`src/rtl/multicore_work_scheduler.sv`:
```
// Multicore work scheduler: broadcasts a job to NUM_CORES mining cores, gives
// each core a disjoint nonce partition, times exhaustion of the partition and
// funnels golden-nonce reports round-robin onto a single valid/ready stream.
module multicore_work_scheduler #(
  parameter int LOG2_CORES = 1,
  parameter int NONCE_BITS = 32,
  parameter int JOB_W      = 4
) (
  input  logic                           clk,
  input  logic                           reset_n,
  input  logic                           work_valid,
  output logic                           work_ready,
  input  logic [255:0]                   work_midstate,
  input  logic [95:0]                    work_data,
  output logic [255:0]                   core_midstate,
  output logic [95:0]                    core_data,
  output logic [32*(2**LOG2_CORES)-1:0]  core_nonce_start,
  output logic                           core_load,
  input  logic [(2**LOG2_CORES)-1:0]     core_golden_valid,
  input  logic [32*(2**LOG2_CORES)-1:0]  core_golden_nonce,
  output logic                           golden_valid,
  input  logic                           golden_ready,
  output logic [31:0]                    golden_nonce,
  output logic [LOG2_CORES-1:0]          golden_core,
  output logic [JOB_W-1:0]               golden_job,
  output logic                           busy,
  output logic                           work_exhausted,
  output logic                           golden_overflow
);

  localparam int NUM_CORES = 2**LOG2_CORES;
  // Each core walks its own partition of this many nonces, one per cycle.
  localparam int CNT_W = NONCE_BITS - LOG2_CORES;

  localparam logic [1:0] ST_IDLE = 2'd0;
  localparam logic [1:0] ST_LOAD = 2'd1;
  localparam logic [1:0] ST_RUN  = 2'd2;

  logic [1:0]            state_reg;
  logic [1:0]            state_next;
  logic [CNT_W-1:0]      counter_reg;
  logic [JOB_W-1:0]      job_id_reg;
  logic                  accept;
  logic                  counter_done;

  logic [NUM_CORES-1:0]  pending;
  logic [31:0]           slot_nonce [NUM_CORES];
  logic [JOB_W-1:0]      slot_job   [NUM_CORES];
  logic [NUM_CORES-1:0]  drop;
  logic [LOG2_CORES-1:0] rr_reg;
  logic [LOG2_CORES-1:0] grant_reg;
  logic [LOG2_CORES-1:0] grant;
  logic                  locked_reg;
  logic                  take;

  // ---------------------------------------------------------------- job FSM
  assign work_ready     = (state_reg != ST_LOAD);
  assign accept         = work_valid & work_ready;
  assign counter_done   = &counter_reg;
  assign core_load      = (state_reg == ST_LOAD);
  assign busy           = (state_reg != ST_IDLE);
  // A new job arriving in the final cycle wins over the exhaustion report.
  assign work_exhausted = (state_reg == ST_RUN) & counter_done & ~accept;

  // Next-state selection: accept preempts everything, else LOAD->RUN->IDLE.
  always_comb begin
    state_next = state_reg;
    if (accept) begin
      state_next = ST_LOAD;
    end else if (state_reg == ST_LOAD) begin
      state_next = ST_RUN;
    end else if ((state_reg == ST_RUN) && counter_done) begin
      state_next = ST_IDLE;
    end
  end

  // State, job capture, job id and partition counter.
  always_ff @(posedge clk or negedge reset_n) begin
    if (!reset_n) begin
      state_reg     <= ST_IDLE;
      counter_reg   <= '0;
      job_id_reg    <= '0;
      core_midstate <= '0;
      core_data     <= '0;
    end else begin
      state_reg <= state_next;
      if (accept) begin
        core_midstate <= work_midstate;
        core_data     <= work_data;
        job_id_reg    <= job_id_reg + 1'b1;
        counter_reg   <= '0;
      end else if (state_reg == ST_RUN) begin
        counter_reg <= counter_reg + 1'b1;
      end
    end
  end

  // ---------------------------------------------------------------- arbiter
  assign golden_valid = |pending;
  assign take         = golden_valid & golden_ready;
  assign golden_core  = grant;
  assign golden_nonce = slot_nonce[grant];
  assign golden_job   = slot_job[grant];

  // Round-robin search from rr upward; a stalled grant stays put.
  always_comb begin
    logic [LOG2_CORES-1:0] idx;
    grant = grant_reg;
    idx   = rr_reg;
    if (!locked_reg) begin
      grant = rr_reg;
      // Descending so the closest pending slot after rr is chosen last.
      for (int k = NUM_CORES - 1; k >= 0; k--) begin
        idx = rr_reg + LOG2_CORES'(k);
        if (pending[idx]) begin
          grant = idx;
        end
      end
    end
  end

  // Grant hold, rr advance after a delivery, sticky overflow flag.
  always_ff @(posedge clk or negedge reset_n) begin
    if (!reset_n) begin
      rr_reg          <= '0;
      grant_reg       <= '0;
      locked_reg      <= 1'b0;
      golden_overflow <= 1'b0;
    end else begin
      grant_reg  <= grant;
      locked_reg <= golden_valid & ~golden_ready;
      if (take) begin
        rr_reg <= grant + 1'b1;
      end
      if (|drop) begin
        golden_overflow <= 1'b1;
      end
    end
  end

  // ------------------------------------------------ per-core slots/partition
  for (genvar gi = 0; gi < NUM_CORES; gi++) begin : g_slot
    localparam logic [LOG2_CORES-1:0] IDX = LOG2_CORES'(gi);

    logic             pending_reg;
    logic [31:0]      nonce_reg;
    logic [JOB_W-1:0] job_reg;
    logic             freed;

    // Partition base: top LOG2_CORES bits of the nonce select the core.
    assign core_nonce_start[32*gi +: 32] = 32'(gi) << CNT_W;

    assign freed          = take && (grant == IDX);
    assign drop[gi]       = core_golden_valid[gi] && pending_reg && !freed;
    assign pending[gi]    = pending_reg;
    assign slot_nonce[gi] = nonce_reg;
    assign slot_job[gi]   = job_reg;

    // Store a report if the slot is empty or being emptied this cycle.
    always_ff @(posedge clk or negedge reset_n) begin
      if (!reset_n) begin
        pending_reg <= 1'b0;
        nonce_reg   <= '0;
        job_reg     <= '0;
      end else if (core_golden_valid[gi] && (!pending_reg || freed)) begin
        pending_reg <= 1'b1;
        nonce_reg   <= core_golden_nonce[32*gi +: 32];
        job_reg     <= job_id_reg;
      end else if (freed) begin
        pending_reg <= 1'b0;
      end
    end
  end

endmodule

```
`config.mk`:
```
export PLATFORM = sky130hd
export DESIGN_NAME = multicore_work_scheduler
export DESIGN_NICKNAME = d
export VERILOG_FILES = /design/src/rtl/multicore_work_scheduler.sv
export SDC_FILE = /design/constraint.sdc
export NUM_CORES = 1
export LEC_CHECK = 0
export BUFFER_PORTS_ARGS = -buffer_cell sky130_fd_sc_hd__buf_4
export CORE_AREA = 5 5 339 341
export CTS_CLUSTER_SIZE = 25
export DETAILED_ROUTE_END_ITERATION = 12
export DIE_AREA = 0 0 344 346
export SLEW_MARGIN = 0
export SYNTH_ARGS = -nofsm -noshare
export SYNTH_HDL_FRONTEND = slang
export SYNTH_SLANG_ARGS = --single-unit
```
`constraint.sdc`:
```
create_clock -name clk -period 2.6 [get_ports clk]
set_clock_uncertainty 0.15 [all_clocks]
set_input_delay 0.13 -clock clk [delete_from_list [all_inputs] [get_ports clk]]
set_output_delay 0.13 -clock clk [all_outputs]
set_load 0.01 [all_outputs]
```
; After elaboration in Yosys (flattened, before gate mapping)
; Index checks and enable logic that the tools add are counted.
[word_totals]
register_bits = 467
out_inout_bits = 459
input_bits = 422
elab_cells = 79
[op_classes]
addsub = 4
n_lt_le_gt_ge = 3
n_reduce_logical = 23
n_eq_ne = 3
mux = 22
n_bitwise = 9
[ops]
columns = operator, n
row1 = two-way mux 32 bit, 3
row2 = two-way mux 31 bit, 2
row3 = adder 31 x 1 -> 31 bit (second input constant), 1
row4 = AND reduction 31 bit, 1
row5 = two-way mux 4 bit, 3
row6 = two-way mux 1 bit, 11
row7 = logical AND 1 bit, 9
row8 = nonzero test 2 bit, 4
row9 = two-way mux 2 bit, 3
row10 = bitwise AND 1 bit, 5
row11 = adder 4 x 1 -> 4 bit (second input constant), 1
row12 = zero test 1 bit, 4
row13 = < comparator 1 x 2 -> 1 bit (second input constant), 2
row14 = OR reduction 2 bit, 2
row15 = NOT 1 bit, 3
row16 = nonzero test 3 bit, 1
row17 = adder 1 bit (second input constant), 2
row18 = == test 2 x 1 -> 1 bit (second input constant), 1
row19 = == test 2 bit (second input constant), 1
row20 = greater-or-equal comparator 2 bit (second input constant), 1
row21 = logical OR 1 bit, 2
row22 = != test 2 x 1 -> 1 bit (second input constant), 1
row23 = NOT 1 -> 2 bit, 1

; Longest topological paths before layout
; Gate-level depths: netlist of run 1.
[logic_depth]
ltp_word = 11
ltp_mapped = 7
ltp_nobuf = 5

; Worst setup path after synthesis of run 1
; No wires, ideal clock.
[synth_path]
path_type = flip-flop to output port
start = register g_slot[0].pending_reg
end = output golden_nonce[10]
n_path_buf = 2
t_required_ps = 2320
path_stages_with_launch = 6
arrival_time_ps = 1778
slack_ps = 542
cell_sequence = dfrtp_1 > a21boi_0 > o31ai_1 > clkbuf_1 > buf_2 > mux2_2
[synth_via]
elab_chain_cells = 9
elab_cells_between_ends = 11
cone_classes = mux: 10 / bitwise: 1
[synth_lines]
columns = element, line
row1 = "start, declared", 145  ; logic pending_reg;
row2 = "start signal, assigned", 162  ; pending_reg <= 1'b0;
row3 = "start signal, assigned", 166  ; pending_reg <= 1'b1;
row4 = "start signal, assigned", 170  ; pending_reg <= 1'b0;
row5 = two-way mux 1 bit (implied by the code) (2 in a row), 115  ; if (pending[idx]) begin
row6 = two-way mux 1 bit, 115
row7 = two-way mux 1 bit (*), 115
row8 = two-way mux 1 bit (*), 110  ; if (!locked_reg) begin
row9 = NOT 1 -> 2 bit (implied by the code) (*), 102  ; assign golden_nonce = slot_nonce[grant];
row10 = two-way mux 32 bit (implied by the code) (*) (3 in a row), 102
row11 = "end, declared", 23  ; output logic [31:0] golden_nonce,
; Every way passes the cells marked *; elsewhere a longest branch is shown, timed or not. The select of a mux whose other input is x is not followed.

; Worst setup path after layout of run 1
[layout_path]
start = register g_slot[0].pending_reg
end = output golden_nonce[21]
; Same word-level chain as after synthesis.

==> results by group, run 1 <==
Status
  • Outcome: completed

STA
  • Period utilization: 0.972
  • Unrepaired setup endpoints after global routing: true
  • Max Freq: 396 MHz
  • Hold Vio Cnt, Final: 0
  • Fin crit period: between 2 and 3 ns
  • Fin Setup TNS: 0 ns
  • Max-slew headroom: 0.654
  • Setup violations, final: 0
  • Max Slew Vio Count: 0
  • Tightest Pin Transition: 0.518 ns

CTS
  • Clock sink count: approximately 470
  • Insertion delay to the later sink of the worst-skew pair: between 0.6 and 0.7 ns
  • CTS tree: built
  • Root Driver: clkbuf_16
  • H-tree depth: 2
  • Worst-path clk slew: around 0.060 ns
  • CTS buffer count: 58
  • Clock tree buffer depth: 3

Synthesis
  • Main combinational cell family by area after synthesis: simple AND/OR/NAND/NOR gates
  • Post-synth EDFFs: 0
  • Compound-Gate Fraction of Synth Area: 0.0263
  • Simple-gate share of the synthesized area: 0.257
  • Flops & latches, synth: about 470
  • Synth Area in Adders: 0.00132
  • Synth Flop Type: dfrtp_1
  • Post-synthesis mux area share: 0.0448
  • Synth Area in XOR/XNOR: 0.00599
  • Sequential area share after synthesis: 0.615
  • Syn avg cell area: 9.21 um^2
  • Top cells by area, synth: dfrtp_1 62%, nand2_1 23%, mux2_2 4.3%, buf_4 2.5%, clkbuf_1 2.1%
  • Area share of the largest cell type after synthesis: 0.615
  • Syn Inst Count: roughly 2100
  • Library cells used by synthesis: 48
  • Yosys warnings: 0
  • Leading area contributor after synthesis: dfrtp_1
  • Async set-reset flop share out of synthesis: 1.00
  • Syn Std Cell Area: around 19000 um^2

Critical path
  • CP endpoint kind: output pin
  • Worst endpoint data arrival time: approximately 2.3 ns
  • Critical path origin: g_slot[0].pending_reg$_DFFE_PN0P_
  • R2R setup slack: roughly 0.18 ns
  • RR Endpoint: core_midstate[95]$_DFFE_PN0P_
  • Reg2Reg Depth: 8
  • CP Max Fanout: 6
  • Type of origin of the critical path: flip-flop
  • Crit path kind: flip-flop to output pin
  • Reg2reg start: state_reg[0]$_DFFE_PN0P_
  • Worst setup endpoint: golden_nonce[21]
  • CP Data Required Time: between 2 and 2.5 ns

Floorplan
  • Initial core utilization: 0.170
  • Row cnt: about 120
  • Core ar.: 112000 um^2
  • Io pins: between 800 and 900
  • DIE AREA: between 100000 and 150000 um^2
  • Die H: roughly 350 um
  • Die extent in x: approximately 340 um

Routing
  • 1st-pass router iterations: 5
  • DRT antenna net count: 0
  • Vias: about 19000
  • DRC viols: 0
  • Final wirelength: around 89 mm
  • Initial DRC Count: 963
  • Routed length per instance: ~18 um
  • Vias per Instance: ~3.9

Global route
  • GRT Overall Usage: 0.142
  • Largest net degree at the start of global routing: 83
  • Remaining Overflow, GRT: 0
  • Vias in the first global route: approximately 20000
  • Initial antenna violation count: 16
  • First-pass GRT wire length: 129 mm

Finish
  • Final Cell Area: 34400 um^2
  • Layout cells sized above 1: 0.315
  • Post-layout util: 0.309
  • Fin nets: roughly 3800
  • Max reg flops: 256
  • P&R area growth vs syn: 81.3%

Placement
  • GPL Wtd Cong: between 0.8 and 0.9
  • Placed wire-length estimate: about 63 mm
  • Placed Instance Area: between 20000 and 30000 um^2
  • Port Buffers: between 800 and 900

Power
  • Design Power: 33100 uW
  • Comb pwr share: 0.384
  • Flop pwr share: 0.351
  • Switching share of power: 0.351
  • Cell-internal power: roughly 21000 uW
  • Peak VDD IR: around 0.54 mV
  • Clock power frac: 0.265
  • Static leakage: roughly 0.017 uW
  • Net Sw Power: approximately 12000 uW
  • Power Dens Cells: 961 nW/um^2

Run
  • Max-Cap Viols: 0

Hold path
  • Type of the tightest min-delay check: input port to flip-flop
power groups by stage:
stage               Combinational, uW  Clock [uW]  Sequential [uW]
global placement                11600           0            11600
finish                          12700        8770            11600
detailed placement              11700           0            11600
global route                    13900        9350            12000
floorplan                        3950           0            12300
CTS                             12700        9110            11600
worst max-delay path, cell delays in order (launching register included):
cell,delay [ns]
dfrtp_1,0.39
a21boi_4,0.15
o31ai_4,0.19
buf_6,0.21
clkbuf_16,0.18
mux2_2,0.34
buf_4,0.14
what timing repair did:
item / CTS / global route
endpoints found under the setup margin: 37 / 37
hold buffers: 491 / 0
endpoints found under the hold margin: 913 / 0
pin swaps: 3 / 5
resized for setup: 23 / 13
cloned: 3 / 1
setup buffers: 6 / 15
synth_stat cells, drive strengths merged (2+ instances only):
cell type	count
and4b	2
conb	2
o22ai	36
or2	4
mux2i	4
and2	3
and3	4
a21boi	2
a211o	2
inv	8
nand4	10
o21a	2
or3	8
nor2	13
xnor2	5
clkbuf	105
and4	5
ha	2
o31a	2
dfrtp	467
a21oi	13
buf	69
xor2	8
o31ai	6
nand2	1157
or4	8
nor2b	2
o21ai	10
mux2	72
nor4	6
nand3	10
nand2b	7
routing by layer:
layer  wire length [um]  part of all wire  vias to the layer above  global-route usage
li1                   -                 -                     9021                   -
met1              34400              0.39                     9199               0.166
met2              42400              0.48                      711               0.234
met3               9440              0.11                      140              0.0627
met4               2760             0.031                        4              0.0460
met5                 27           0.00030                        -                   0
metrics by stage:
| step | hold WS (ns) | instances | worst slack (ns) |
|---|---|---|---|
| CTS | 0.00394 | 4923 | -0.0431 |
| global route | 0.0501 | 4945 | -0.0367 |
| finish | 0.0719 | 4952 | 0.0731 |
| detailed placement | 0.0233 | 4319 | 0.296 |
| floorplan | -0.316 | 2125 | 0.542 |
| global placement | 0.0236 | 4319 | 0.390 |
cells by family after synthesis:
group / count (synthesis)
AND/OR/NAND/NOR: 1242
flip-flops: 467
buffers and inverters: 182
AO/OA/AOI/OAI: 79
multiplexers: 76
XOR/XNOR: 13
adder cells (fa/ha/maj): 2
other: 2
how the worst min path moves through the flow:
stage	start	to	slack, ns	depth (start not counted)
final	work_midstate[42]	core_midstate[42]$_DFFE_PN0P_	0.07	4
after global routing	work_data[84]	core_data[84]$_DFFE_PN0P_	0.05	4
after CTS	work_midstate[155]	core_midstate[155]$_DFFE_PN0P_	0.004	4
after detailed placement	reset_n	g_slot[0].nonce_reg[3]$_DFFE_PN0P_	0.02	1
after global placement	reset_n	g_slot[0].nonce_reg[3]$_DFFE_PN0P_	0.02	1
after floorplan	reset_n	core_data[0]$_DFFE_PN0P_	-0.32	0
placed cells by master, fill, tap and decap left out, drive strengths merged, types with 5 or more instances in the layout:
cell type	n
clkbuf	87
bufinv	8
inv	10
diode	13
dfrtp	467
nand2	1157
nor2	13
or3	8
nand3	10
and4	5
o22ai	36
clkinv	5
xnor2	5
mux2	72
nand2b	7
nor4	6
xor2	8
o31ai	6
conb	64
nand4	10
a21oi	13
buf	893
or4	8
dlygate4sd3	490
o21ai	10
cell type report:
cell class | count | area (um^2)
Clock inverter | 18 | 309
Antenna cell | 13 | 32.5
Sequential cell | 467 | 11700
Multi-Input combinational cell | 1476 | 6720
Fill cell | 11300 | 77100
Tap cell | 1500 | 1880
Timing Repair Buffer | 1384 | 12000
Clock buffer | 86 | 1750
Inverter | 8 | 30.0
Note: power is estimated with default switching activity, not from simulation.
==> run 2, diff against run 1 <==
- CAP_MARGIN: default -> 20
- REMOVE_ABC_BUFFERS: default -> 1
==> run 2 against run 1 <==
Core utilization shrank 0.072 points; worst setup slack improved by 0.015 ns; via count grew 0.83%; largest cell class unchanged; highest routed layer unchanged.
==> results by group, run 2 (synthesis gave the netlist of run 1 again) <==
Global route
  • First-pass GRT wire length: 123 mm (-4.6%)
  • Remaining Overflow, GRT: 0 (unchanged)
  • Largest net degree at the start of global routing: 103 (+24%)
  • GRT Overall Usage: 0.133 (-0.00906)
  • Vias in the first global route: 20400 (+1.5%)
  • Initial antenna violation count: 9 (-7)

Routing
  • Final wirelength: 84.1 mm (-5.6%)
  • DRC viols: 0 (unchanged)
  • 1st-pass router iterations: 5 (unchanged)
  • Vias per Instance: 3.88 (+0.83%)
  • Initial DRC Count: 1063 (+10%)
  • DRT antenna net count: 0 (unchanged)
  • Routed length per instance: 17.0 um (-5.6%)
  • Vias: 19200 (+0.83%)

Critical path
  • Worst endpoint data arrival time: 2.23 ns (-0.02 ns)
  • Worst setup endpoint: golden_nonce[30]
  • Reg2reg start: state_reg[1]$_DFFE_PN0P_
  • CP Data Required Time: 2.32 ns (about the same)
  • Type of origin of the critical path: flip-flop
  • Reg2Reg Depth: 7 (-1)
  • Crit path kind: flip-flop to output pin
  • R2R setup slack: 0.19 ns (about the same)
  • CP Max Fanout: 7 (+1)
  • Slowest CP cell: dfrtp_2
  • CP endpoint kind: output pin
  • RR Endpoint: core_data[20]$_DFFE_PN0P_
  • CP cell instances: nor2_4, o31ai_4, buf_6, clkbuf_16, mux2_2, buf_4
  • Critical path origin: g_slot[1].pending_reg$_DFFE_PN0P_
  • Max stage delay on crit path: 0.44 ns (+0.05 ns)

CTS
  • Insertion delay to the later sink of the worst-skew pair: 0.62 ns (about the same)
  • CTS tree: built
  • Root Driver: clkbuf_16
  • CTS buffer count: 57 (-1.7%)
  • Clock tree buffer depth: 3 (unchanged)
  • H-tree depth: 2 (unchanged)
  • Clock sink count: 467 (unchanged)
  • Worst-path clk slew: 0.06 ns (about the same)

Finish
  • Commonest non-fill, non-tap cell in the layout: nand2_1
  • Final Cell Area: 34400 um^2 (-0.23%)
  • Layout cells sized above 1: 0.311 (-0.00376)
  • Fin nets: 3821 (+0.052%)
  • Final non-filler cell total: 4952 (unchanged)
  • Post-layout util: 0.308 (-0.000717)
  • Most frequent cells in the layout: 1156 x nand2_1, 854 x buf_4, 504 x dlygate4sd3_1, 462 x dfrtp_1, 66 x mux2_2
  • P&R area growth vs syn: 80.9%
  • Max reg flops: 256 (unchanged)

Placement
  • Port Buffers: 816 (unchanged)
  • Placed Instance Area: 27000 um^2 (about the same)
  • Placed Cells: 4319 (unchanged)
  • Placed wire-length estimate: 58.7 mm (-6.9%)
  • GPL Wtd Cong: 0.848 (+1.1%)

Status
  • Outcome: completed

Power
  • Power Dens Cells: 948 nW/um^2 (-1.4%)
  • Static leakage: 0.0174 uW (-0.13%)
  • Peak VDD IR: 0.563 mV (+4.7%)

STA
  • Max Freq: 398 MHz (+0.59%)
  • Tightest Pin Transition: 0.552 ns (+0.0338 ns)
  • Max Slew Vio Count: 0 (unchanged)
  • Unrepaired setup endpoints after global routing: true
  • Setup violations, final: 0 (unchanged)
  • Fin crit period: 2.51 ns (-0.0147 ns)
  • Hold slack: 0.0691 ns (-0.00278 ns)
  • Fin Setup TNS: 0 ns (unchanged)
  • Max-slew headroom: 0.632 (-0.0215)
  • Period utilization: 0.966 (-0.00567)
  • Hold Vio Cnt, Final: 0 (unchanged)

Floorplan
  • DIE AREA: 119000 um^2 (unchanged)
  • Core ar.: 112000 um^2 (unchanged)
  • Row cnt: 123 (unchanged)
  • Initial core utilization: 0.170 (unchanged)
  • Io pins: 881 (unchanged)
  • Die extent in x: 344 um (unchanged)
  • Die H: 346 um (unchanged)

Run
  • Max-Cap Viols: 0 (unchanged)

Hold path
  • Type of the tightest min-delay check: input port to flip-flop
-- run 2: cell count changes in the layout (fill, tap and decap cells not counted), moves of 4 or more --
cell	change
dlygate4sd3_1	+14
mux2_4	-4
buf_4	-5
buf_6	-4
mux2_2	+4
-- run 2: critical path, delay by kind of cell, from the launching register on --
kind	cells	cell delay (ns)
simple gates	1	0.05
buf+inv	3	0.54
compound gates	1	0.23
flops	1	0.44
mux	1	0.34
-- run 2: layout make-up --
class / instances / area [um^2]
Timing Repair Buffer: 1387 / 12100
Multi-Input combinational cell: 1476 / 6700
Clock buffer: 86 / 1710
Sequential cell: 467 / 11700
Clock inverter: 18 / 273
Antenna cell: 10 / 25.0
Tap cell: 1500 / 1880
Inverter: 8 / 30.0
Fill cell: 11300 / 77200
-- run 2: how the worst min path moves through the flow --
stage / start / endpoint / slack [ns] / cells after the start
floorplan: reset_n / core_data[0]$_DFFE_PN0P_ / -0.32 / 0
global placement: reset_n / g_slot[0].nonce_reg[19]$_DFFE_PN0P_ / 0.04 / 1
detailed placement: reset_n / g_slot[0].nonce_reg[19]$_DFFE_PN0P_ / 0.04 / 1
CTS: work_data[37] / core_data[37]$_DFFE_PN0P_ / 0.0007 / 4
global route: work_midstate[145] / core_midstate[145]$_DFFE_PN0P_ / 0.04 / 4
finish: work_midstate[119] / core_midstate[119]$_DFFE_PN0P_ / 0.07 / 4
-- run 2: power breakdown --
group / internal [uW] / switching [uW] / leakage [uW]
registers: 9910 / 1850 / 0.00574
clock network: 5020 / 3300 / 0.000969
logic: 6090 / 6400 / 0.0107
total: 21000 / 11500 / 0.0174
-- run 2: metrics by stage --
stage          power [uW]  setup WS (ns)
4_1_cts             32900        -0.0208
5_1_grt             34600        -0.0191
3_5_place_dp        23300          0.378
6_report            32600         0.0878
3_3_place_gp        23200          0.411
2_1_floorplan       15300          -5.32
-- run 2: per-layer routing --
metal | vias to the layer above | routed length [um] | track usage
li1 | 9024 | - | -
met1 | 9290 | 32600 | 0.154
met5 | - | 13 | 0
met4 | 2 | 3340 | 0.0509
met3 | 168 | 7430 | 0.0450
met2 | 750 | 40700 | 0.227
-- run 2: what timing repair did --
action | 4_1_cts | 5_1_grt
pin swaps | 2 | 5
resized for setup | 15 | 12
buffers inserted | 7 | 4
endpoints found under the hold margin | 869 | 0
hold buffers | 505 | 0
gates cloned | 2 | 1
endpoints found under the setup margin | 34 | 32
